[config.mk]
export PLATFORM = sky130hd
export DESIGN_NAME = feram_row_arbiter_flat
export DESIGN_NICKNAME = d
export VERILOG_FILES = /design/src/rtl/feram_ctrl_pkg.sv /design/src/rtl/feram_row_arbiter_if.sv /design/src/rtl/feram_rr_arb2.sv /design/src/rtl/feram_row_arbiter.sv /design/src/flat_wrapper.sv
export SDC_FILE = /design/constraint.sdc
export NUM_CORES = 1
export LEC_CHECK = 0
export BUFFER_PORTS_ARGS = -buffer_cell sky130_fd_sc_hd__buf_2
export CAP_MARGIN = 10
export CORE_AREA = 2 2 143 75
export DETAILED_ROUTE_END_ITERATION = 7
export DIE_AREA = 0 0 145 77
export HOLD_SLACK_MARGIN = 0.05
export PLACE_DENSITY = 0.81
export SETUP_SLACK_MARGIN = 0.4
export SYNTH_ARGS = -nofsm -noshare
export SYNTH_HDL_FRONTEND = slang
export SYNTH_SLANG_ARGS = --single-unit
[constraint.sdc]
create_clock -name clk -period 1.9 [get_ports clk]
set_input_delay 0 -clock clk [delete_from_list [all_inputs] [get_ports clk]]
set_output_delay 0 -clock clk [all_outputs]
set_load 0.01 [all_outputs]
[src/rtl/feram_ctrl_pkg.sv]
// rtl/feram_ctrl_pkg.sv - shared FSM encoding, requester ids and row geometry
// Used by the FeRAM row arbiter, its interface and its round-robin sub-block.
package feram_ctrl_pkg;

  typedef enum logic [2:0] {
    ST_IDLE  = 3'd0,
    ST_READ  = 3'd1,
    ST_CAPT  = 3'd2,
    ST_WRITE = 3'd3,
    ST_RESP  = 3'd4
  } feram_state_t;

  localparam logic REQ_AES = 1'b0;
  localparam logic REQ_KEY = 1'b1;

  localparam int BYTES_PER_ROW = 4;

  function automatic int row_width(input int data_w);
    return data_w * BYTES_PER_ROW;
  endfunction

endpackage

[src/rtl/feram_row_arbiter_if.sv]
// rtl/feram_row_arbiter_if.sv - requester, response and row-memory signal bundle
// The slave modport is the arbiter's view; master is the requester/memory side.
interface feram_row_arbiter_if
  import feram_ctrl_pkg::*;
#(
  parameter int ADDR_W = 6,
  parameter int DATA_W = 8
);

  localparam int ROW_W = row_width(DATA_W);

  logic [1:0]          req_valid;
  logic [1:0]          req_we;
  logic [2*ADDR_W-1:0] req_row;
  logic [2*ROW_W-1:0]  req_wdata;
  logic [1:0]          req_ready;

  logic [1:0]          rsp_valid;
  logic [1:0]          rsp_ready;
  logic [ROW_W-1:0]    rsp_rdata;
  logic                rsp_err;

  logic                mem_sra_en;
  logic [ADDR_W-1:0]   mem_row_addr;
  logic                mem_wr_en;
  logic [ADDR_W-1:0]   mem_wr_row;
  logic [ROW_W-1:0]    mem_wr_data;
  logic [ROW_W-1:0]    mem_rd_data;

  modport slave (
    input  req_valid, req_we, req_row, req_wdata, rsp_ready, mem_rd_data,
    output req_ready, rsp_valid, rsp_rdata, rsp_err,
    output mem_sra_en, mem_row_addr, mem_wr_en, mem_wr_row, mem_wr_data
  );

  modport master (
    output req_valid, req_we, req_row, req_wdata, rsp_ready, mem_rd_data,
    input  req_ready, rsp_valid, rsp_rdata, rsp_err,
    input  mem_sra_en, mem_row_addr, mem_wr_en, mem_wr_row, mem_wr_data
  );

endinterface

[src/rtl/feram_rr_arb2.sv]
// rtl/feram_rr_arb2.sv - two-way round-robin arbiter with last-grant pointer
// The pointer resets to the key requester so the AES datapath wins first.
module feram_rr_arb2
  import feram_ctrl_pkg::*;
(
  input  logic       clk,
  input  logic       rst,
  input  logic [1:0] req,
  input  logic       advance,
  output logic [1:0] gnt
);

  logic r_last;

  always_ff @(posedge clk or posedge rst) begin
    if (rst) begin
      r_last <= REQ_KEY;
    end else if (advance && (gnt != 2'b00)) begin
      r_last <= gnt[1];
    end
  end

  always_comb begin
    gnt = 2'b00;
    case (req)
      2'b01:   gnt = 2'b01;
      2'b10:   gnt = 2'b10;
      2'b11:   gnt = (r_last == REQ_KEY) ? 2'b01 : 2'b10;
      default: gnt = 2'b00;
    endcase
  end

endmodule

[src/rtl/feram_row_arbiter.sv]
// rtl/feram_row_arbiter.sv - two-requester FeRAM row arbiter with read restore
// One transaction in flight: accept, row read/capture or write, then response.
module feram_row_arbiter
  import feram_ctrl_pkg::*;
#(
  parameter int ADDR_W  = 6,
  parameter int DATA_W  = 8,
  parameter int N_ROWS  = 16,
  parameter int RESTORE = 1
)(
  input  logic                clk,
  input  logic                rst,
  feram_row_arbiter_if.slave  bus,
  output logic                busy
);

  localparam int              ROW_W     = row_width(DATA_W);
  localparam logic [ADDR_W:0] LP_N_ROWS = (ADDR_W + 1)'(N_ROWS);

  feram_state_t      r_state;
  feram_state_t      w_next;

  logic [1:0]        w_gnt;
  logic              w_idle;
  logic              w_accept;
  logic              w_sel_idx;
  logic              w_sel_we;
  logic              w_sel_oor;
  logic [ADDR_W-1:0] w_sel_row;
  logic [ROW_W-1:0]  w_sel_wdata;

  logic              r_idx;
  logic              r_err;
  logic [ADDR_W-1:0] r_row;
  logic [ROW_W-1:0]  r_wdata;
  logic [ROW_W-1:0]  r_rdata;

  feram_rr_arb2 u_arb (
    .clk     (clk),
    .rst     (rst),
    .req     (bus.req_valid),
    .advance (w_accept),
    .gnt     (w_gnt)
  );

  // Gating with rst keeps req_ready low for the whole reset pulse, not just after it.
  assign w_idle        = (r_state == ST_IDLE) && !rst;
  assign bus.req_ready = w_idle ? w_gnt : 2'b00;
  assign w_accept      = w_idle && ((bus.req_valid & w_gnt) != 2'b00);

  assign w_sel_idx   = w_gnt[1];
  assign w_sel_we    = (w_sel_idx == REQ_KEY) ? bus.req_we[1] : bus.req_we[0];
  assign w_sel_row   = (w_sel_idx == REQ_KEY) ? bus.req_row[ADDR_W +: ADDR_W]
                                              : bus.req_row[0 +: ADDR_W];
  assign w_sel_wdata = (w_sel_idx == REQ_KEY) ? bus.req_wdata[ROW_W +: ROW_W]
                                              : bus.req_wdata[0 +: ROW_W];
  assign w_sel_oor   = ({1'b0, w_sel_row} >= LP_N_ROWS);

  always_ff @(posedge clk or posedge rst) begin
    if (rst) begin
      r_state <= ST_IDLE;
    end else begin
      r_state <= w_next;
    end
  end

  always_comb begin
    w_next           = r_state;
    bus.mem_sra_en   = 1'b0;
    bus.mem_row_addr = '0;
    bus.mem_wr_en    = 1'b0;
    bus.mem_wr_row   = '0;
    bus.mem_wr_data  = '0;
    bus.rsp_valid    = 2'b00;
    bus.rsp_err      = 1'b0;
    case (r_state)
      ST_IDLE: begin
        if (w_accept) begin
          if (w_sel_oor) begin
            w_next = ST_RESP;
          end else if (w_sel_we) begin
            w_next = ST_WRITE;
          end else begin
            w_next = ST_READ;
          end
        end
      end
      ST_READ: begin
        bus.mem_sra_en   = 1'b1;
        bus.mem_row_addr = r_row;
        w_next           = ST_CAPT;
      end
      ST_CAPT: begin
        // The SRA read is destructive, so the captured word goes straight back.
        if (RESTORE != 0) begin
          bus.mem_wr_en   = 1'b1;
          bus.mem_wr_row  = r_row;
          bus.mem_wr_data = bus.mem_rd_data;
        end
        w_next = ST_RESP;
      end
      ST_WRITE: begin
        bus.mem_wr_en   = 1'b1;
        bus.mem_wr_row  = r_row;
        bus.mem_wr_data = r_wdata;
        w_next          = ST_RESP;
      end
      ST_RESP: begin
        bus.rsp_valid = (r_idx == REQ_KEY) ? 2'b10 : 2'b01;
        bus.rsp_err   = r_err;
        if (bus.rsp_ready[r_idx]) begin
          w_next = ST_IDLE;
        end
      end
      default: begin
        w_next = ST_IDLE;
      end
    endcase
  end

  always_ff @(posedge clk or posedge rst) begin
    if (rst) begin
      r_idx   <= REQ_AES;
      r_err   <= 1'b0;
      r_row   <= '0;
      r_wdata <= '0;
      r_rdata <= '0;
    end else if (w_accept) begin
      r_idx   <= w_sel_idx;
      r_err   <= w_sel_oor;
      r_row   <= w_sel_row;
      r_wdata <= w_sel_wdata;
      r_rdata <= '0;
    end else if (r_state == ST_CAPT) begin
      r_rdata <= bus.mem_rd_data;
    end
  end

  assign bus.rsp_rdata = r_rdata;
  assign busy          = (r_state != ST_IDLE);

endmodule

[src/flat_wrapper.sv]
// flat-port wrapper written by rule: the top's interface ports become plain ports
module feram_row_arbiter_flat import feram_ctrl_pkg::*;
#(
  parameter int ADDR_W  = 6,
  parameter int DATA_W  = 8,
  parameter int N_ROWS  = 16,
  parameter int RESTORE = 1
)
  (clk, rst, busy, bus_req_valid, bus_req_we, bus_req_row, bus_req_wdata, bus_rsp_ready, bus_mem_rd_data, bus_req_ready, bus_rsp_valid, bus_rsp_rdata, bus_rsp_err, bus_mem_sra_en, bus_mem_row_addr, bus_mem_wr_en, bus_mem_wr_row, bus_mem_wr_data);
  feram_row_arbiter_if #(.ADDR_W(ADDR_W), .DATA_W(DATA_W)) bus_i ();
  input  logic clk;
  input  logic rst;
  output logic busy;
  input wire logic [$bits(bus_i.req_valid)-1:0] bus_req_valid;
  input wire logic [$bits(bus_i.req_we)-1:0] bus_req_we;
  input wire logic [$bits(bus_i.req_row)-1:0] bus_req_row;
  input wire logic [$bits(bus_i.req_wdata)-1:0] bus_req_wdata;
  input wire logic [$bits(bus_i.rsp_ready)-1:0] bus_rsp_ready;
  input wire logic [$bits(bus_i.mem_rd_data)-1:0] bus_mem_rd_data;
  output wire logic [$bits(bus_i.req_ready)-1:0] bus_req_ready;
  output wire logic [$bits(bus_i.rsp_valid)-1:0] bus_rsp_valid;
  output wire logic [$bits(bus_i.rsp_rdata)-1:0] bus_rsp_rdata;
  output wire logic [$bits(bus_i.rsp_err)-1:0] bus_rsp_err;
  output wire logic [$bits(bus_i.mem_sra_en)-1:0] bus_mem_sra_en;
  output wire logic [$bits(bus_i.mem_row_addr)-1:0] bus_mem_row_addr;
  output wire logic [$bits(bus_i.mem_wr_en)-1:0] bus_mem_wr_en;
  output wire logic [$bits(bus_i.mem_wr_row)-1:0] bus_mem_wr_row;
  output wire logic [$bits(bus_i.mem_wr_data)-1:0] bus_mem_wr_data;
  assign bus_i.req_valid = bus_req_valid;
  assign bus_i.req_we = bus_req_we;
  assign bus_i.req_row = bus_req_row;
  assign bus_i.req_wdata = bus_req_wdata;
  assign bus_i.rsp_ready = bus_rsp_ready;
  assign bus_i.mem_rd_data = bus_mem_rd_data;
  assign bus_req_ready = bus_i.req_ready;
  assign bus_rsp_valid = bus_i.rsp_valid;
  assign bus_rsp_rdata = bus_i.rsp_rdata;
  assign bus_rsp_err = bus_i.rsp_err;
  assign bus_mem_sra_en = bus_i.mem_sra_en;
  assign bus_mem_row_addr = bus_i.mem_row_addr;
  assign bus_mem_wr_en = bus_i.mem_wr_en;
  assign bus_mem_wr_row = bus_i.mem_wr_row;
  assign bus_mem_wr_data = bus_i.mem_wr_data;
  feram_row_arbiter #(.ADDR_W(ADDR_W), .DATA_W(DATA_W), .N_ROWS(N_ROWS), .RESTORE(RESTORE)) u_core (.clk(clk), .rst(rst), .bus(bus_i), .busy(busy));
endmodule
==> results by group <==
Clock network
  – Root Buffer: clkbuf_16
  – CTS buffer count: 9
  – CTS HTree Levels: 3
  – Worst-path clk slew: 0.06 ns
  – Bufs on Longest Clock Path: 2
  – Clk_lat worst skew: 0.33 ns
  – CTS tree: yes
  – Clock Sinks: 76

Power and ir drop
  – IR drop worst, VDD: 593 uV
  – Clk pwr share: 19.7%
  – Internal power: 5.24 mW
  – Flop pwr share: 31.7%
  – Switching power: 3.44 mW
  – LEAKAGE: 3.75 nW
  – Final Power: 8.68 mW
  – Fraction of power spent switching nets: 39.7%
  – Pwr dens: 1050 nW/um2
  – Comb pwr share: 48.6%

Logic synthesis
  – Synth Area per Inst: 8.59 um2
  – Share of the synthesized area in the top cell type: 46.0%
  – Synth area leader: dfrtp_1
  – Synth top area cells: dfrtp_1 46%, mux2i_1 9.1%, a21oi_1 8.5%, nor2_1 6.6%, o31ai_1 6.3%
  – Syn nets: 591
  – Distinct cells, synth: 29
  – FF+latch count, synth: 76
  – Mapped cell area: 4080 um2
  – Yosys warns: 0
  – Cells after synthesis: 475
  – Seq/Total Area, Yosys: 46.7%

Global routing
  – Largest net degree at the start of global routing: 42
  – Antenna violations before repair: 0
  – Global-route wire length before repair: 29,300 um
  – Overall routing resource usage: 34.0%
  – Global route overflow: 0
  – Vias in the first global route: 5,406

Timing
  – Fin crit period: 1.79 ns
  – Hold Worst Slack: 0.0728 ns
  – Hold Vio Cnt, Final: 0
  – Setup TNS: 0 ns
  – Final WS setup: 0.106 ns
  – Final Skew: 0.00809 ns
  – Tcrit/Tclk final: 94.4%
  – Slew Viols, Final: 0
  – RSZ-0062 raised after global routing: true
  – Finish-stage setup viols: 0
  – Max Clock Freq: 557 MHz
  – Slew of the pin with the lowest slew margin: 0.696 ns
  – Relative max-transition margin: 53.5%

Placed design
  – Placed Area: 5300 um2
  – Port bufs: 199
  – Gpl congestion: 0.903
  – Pre-CTS worst setup slack: 0.164 ns
  – Dpl hpwl: 10,200 um
  – DP Cell Count: 794

Worst setup path
  – WP data arrival: 2.02 ns
  – Startpoint types: register
  – CP endpoint kind: register
  – Crit Path Category: register to register
  – Worst EP required: 2.13 ns
  – Worst Path Max Fanout: 4

Cells and area
  – Finished Cell Area: 8240 um2
  – P&R area growth vs syn: 102%
  – Share of cells above drive strength 1: 50.4%
  – Core Util, Final: 83.0%
  – Final Net Count: 910
  – # diodes: 0
  – Final cell count without fillers: 939

Drt
  – Initial DRC count: 399
  – Total number of vias: 5,443
  – Drt via density: 5.80
  – Routed WL: 21,600 um
  – DRC viols: 0
  – Wire length per cell: 23.0 um
  – Antenna-violating nets left: 0
  – DRT Pass-1 Iters: 5

Floorplan
  – Die width: 145 um
  – Initial Utilization: 41.1%
  – Die height: 77 um
  – Rows: 26
  – I/O pin count: 200
  – Core ar.: 9920 um2
  – Die area: 11,200 um2

Status
  – Status: completed

Worst hold path
  – Worst Hold Class: input port to register

Run
  – Max-cap violations: 0
repair_timing:
item                       CTS  global route
setup endpoints to repair  126           125
gates resized for setup    111           187
pin swaps                   31            53
gates cloned                 8             3
hold buffers               101             1
buffers inserted            13             3
hold endpoints to repair    95             1
kinds of logic (layout without fill, tap and decap cells):
family,count (synthesis),after routing,share of synthesized area [%]
and+or+nand+nor,164,164,17.1
muxes,40,40,9.91
AOI/OAI and AO/OA,149,149,21.1
buffers and inverters,46,370,5.31
DFF,76,76,46.7
final cells by class:
cell class                      instances  area (um2)
Timing Repair Buffer                  351        3040
Multi-Input combinational cell        353        2800
Sequential cell                        76        1900
Fill cell                             499        1690
Clock buffer                           10         229
Tap cell                              140         175
Clock inverter                          6        65.1
Inverter                                3        22.5
critical path, stage by stage, from the launching register on:
cell and delay [ns]:
dfrtp_1 0.40, or3_4 0.40, or2_4 0.27, buf_12 0.14
buf_4 0.13, buf_6 0.13, o31ai_4 0.22
layout by cell type (no fill, tap or decap), types with 12 or more instances in the layout:
| master | n |
|---|---|
| dlygate4sd3_1 | 102 |
| o31ai_4 | 12 |
| o21ai_0 | 24 |
| dfrtp_1 | 74 |
| buf_6 | 57 |
| nor2_1 | 39 |
| clkbuf_16 | 12 |
| o21ai_1 | 13 |
| nand2_1 | 46 |
| a21oi_2 | 19 |
| a21oi_1 | 49 |
| nor2_4 | 33 |
| buf_2 | 156 |
| buf_4 | 14 |
| nand2_4 | 17 |
| o31ai_2 | 23 |
| mux2i_1 | 37 |
routing by layer:
layer  up-vias  wire [um]  track usage [%]
met5         -          0                0
met4         0        574             12.7
met3        68       2540             9.29
met2       449      10200             55.4
met1      2636       8330             43.6
li1       2290          -                -
power by group through the flow:
| stage | clock network (mW) | registers [mW] | logic, mW |
|---|---|---|---|
| detailed placement | 0 | 2.68 | 2.41 |
| global route | 1.81 | 2.78 | 4.41 |
| floorplan | 0 | 2.62 | 1.44 |
| finish | 1.71 | 2.75 | 4.22 |
| global placement | 0 | 2.65 | 2.32 |
| CTS | 1.74 | 2.66 | 3.40 |
final timing paths:
| path | depth (start not counted) | start | to | slack (ns) |
|---|---|---|---|---|
| max in group asynchronous | 4 | rst | u_core.bus.rsp_rdata[4] | 0.80 |
| worst max-delay path | 6 | u_core.r_state[1] | u_core.r_wdata[6] | 0.11 |
| min in group asynchronous | 3 | rst | u_core.r_wdata[30] | 0.38 |
| worst min-delay path | 3 | bus_req_wdata[49] | u_core.r_wdata[17] | 0.07 |
| worst min register to register | 2 | u_core.bus.rsp_rdata[9] | u_core.bus.rsp_rdata[9] | 0.52 |
| worst max register to register | 6 | u_core.r_state[1] | u_core.r_wdata[6] | 0.11 |
state kept, by name, summed over array words and instances, names as in the netlist:
register,count
u_core.r_err,1
u_core.r_state,3
u_core.bus.rsp_rdata,32
u_core.r_row,6
u_core.r_idx,1
u_core.u_arb.r_last,1
u_core.r_wdata,32
cells in the mapped netlist:
cell type	n
a21boi_1	1
a21oi_1	69
a221o_1	1
and2_1	14
buf_1	1
buf_2	5
buf_6	5
clkbuf_1	32
dfrtp_1	75
dfstp_2	1
inv_1	3
mux2_2	3
mux2i_1	37
nand2_1	65
nand2b_1	2
nor2_1	72
nor2_2	1
nor2b_1	1
nor3_1	1
nor3b_1	5
o21ai_0	37
o21ai_1	3
o21bai_1	1
o31ai_1	34
o31ai_2	2
o41ai_1	1
or2_1	1
or3_4	1
or3b_2	1
Note: power is estimated with default switching activity, not from simulation.
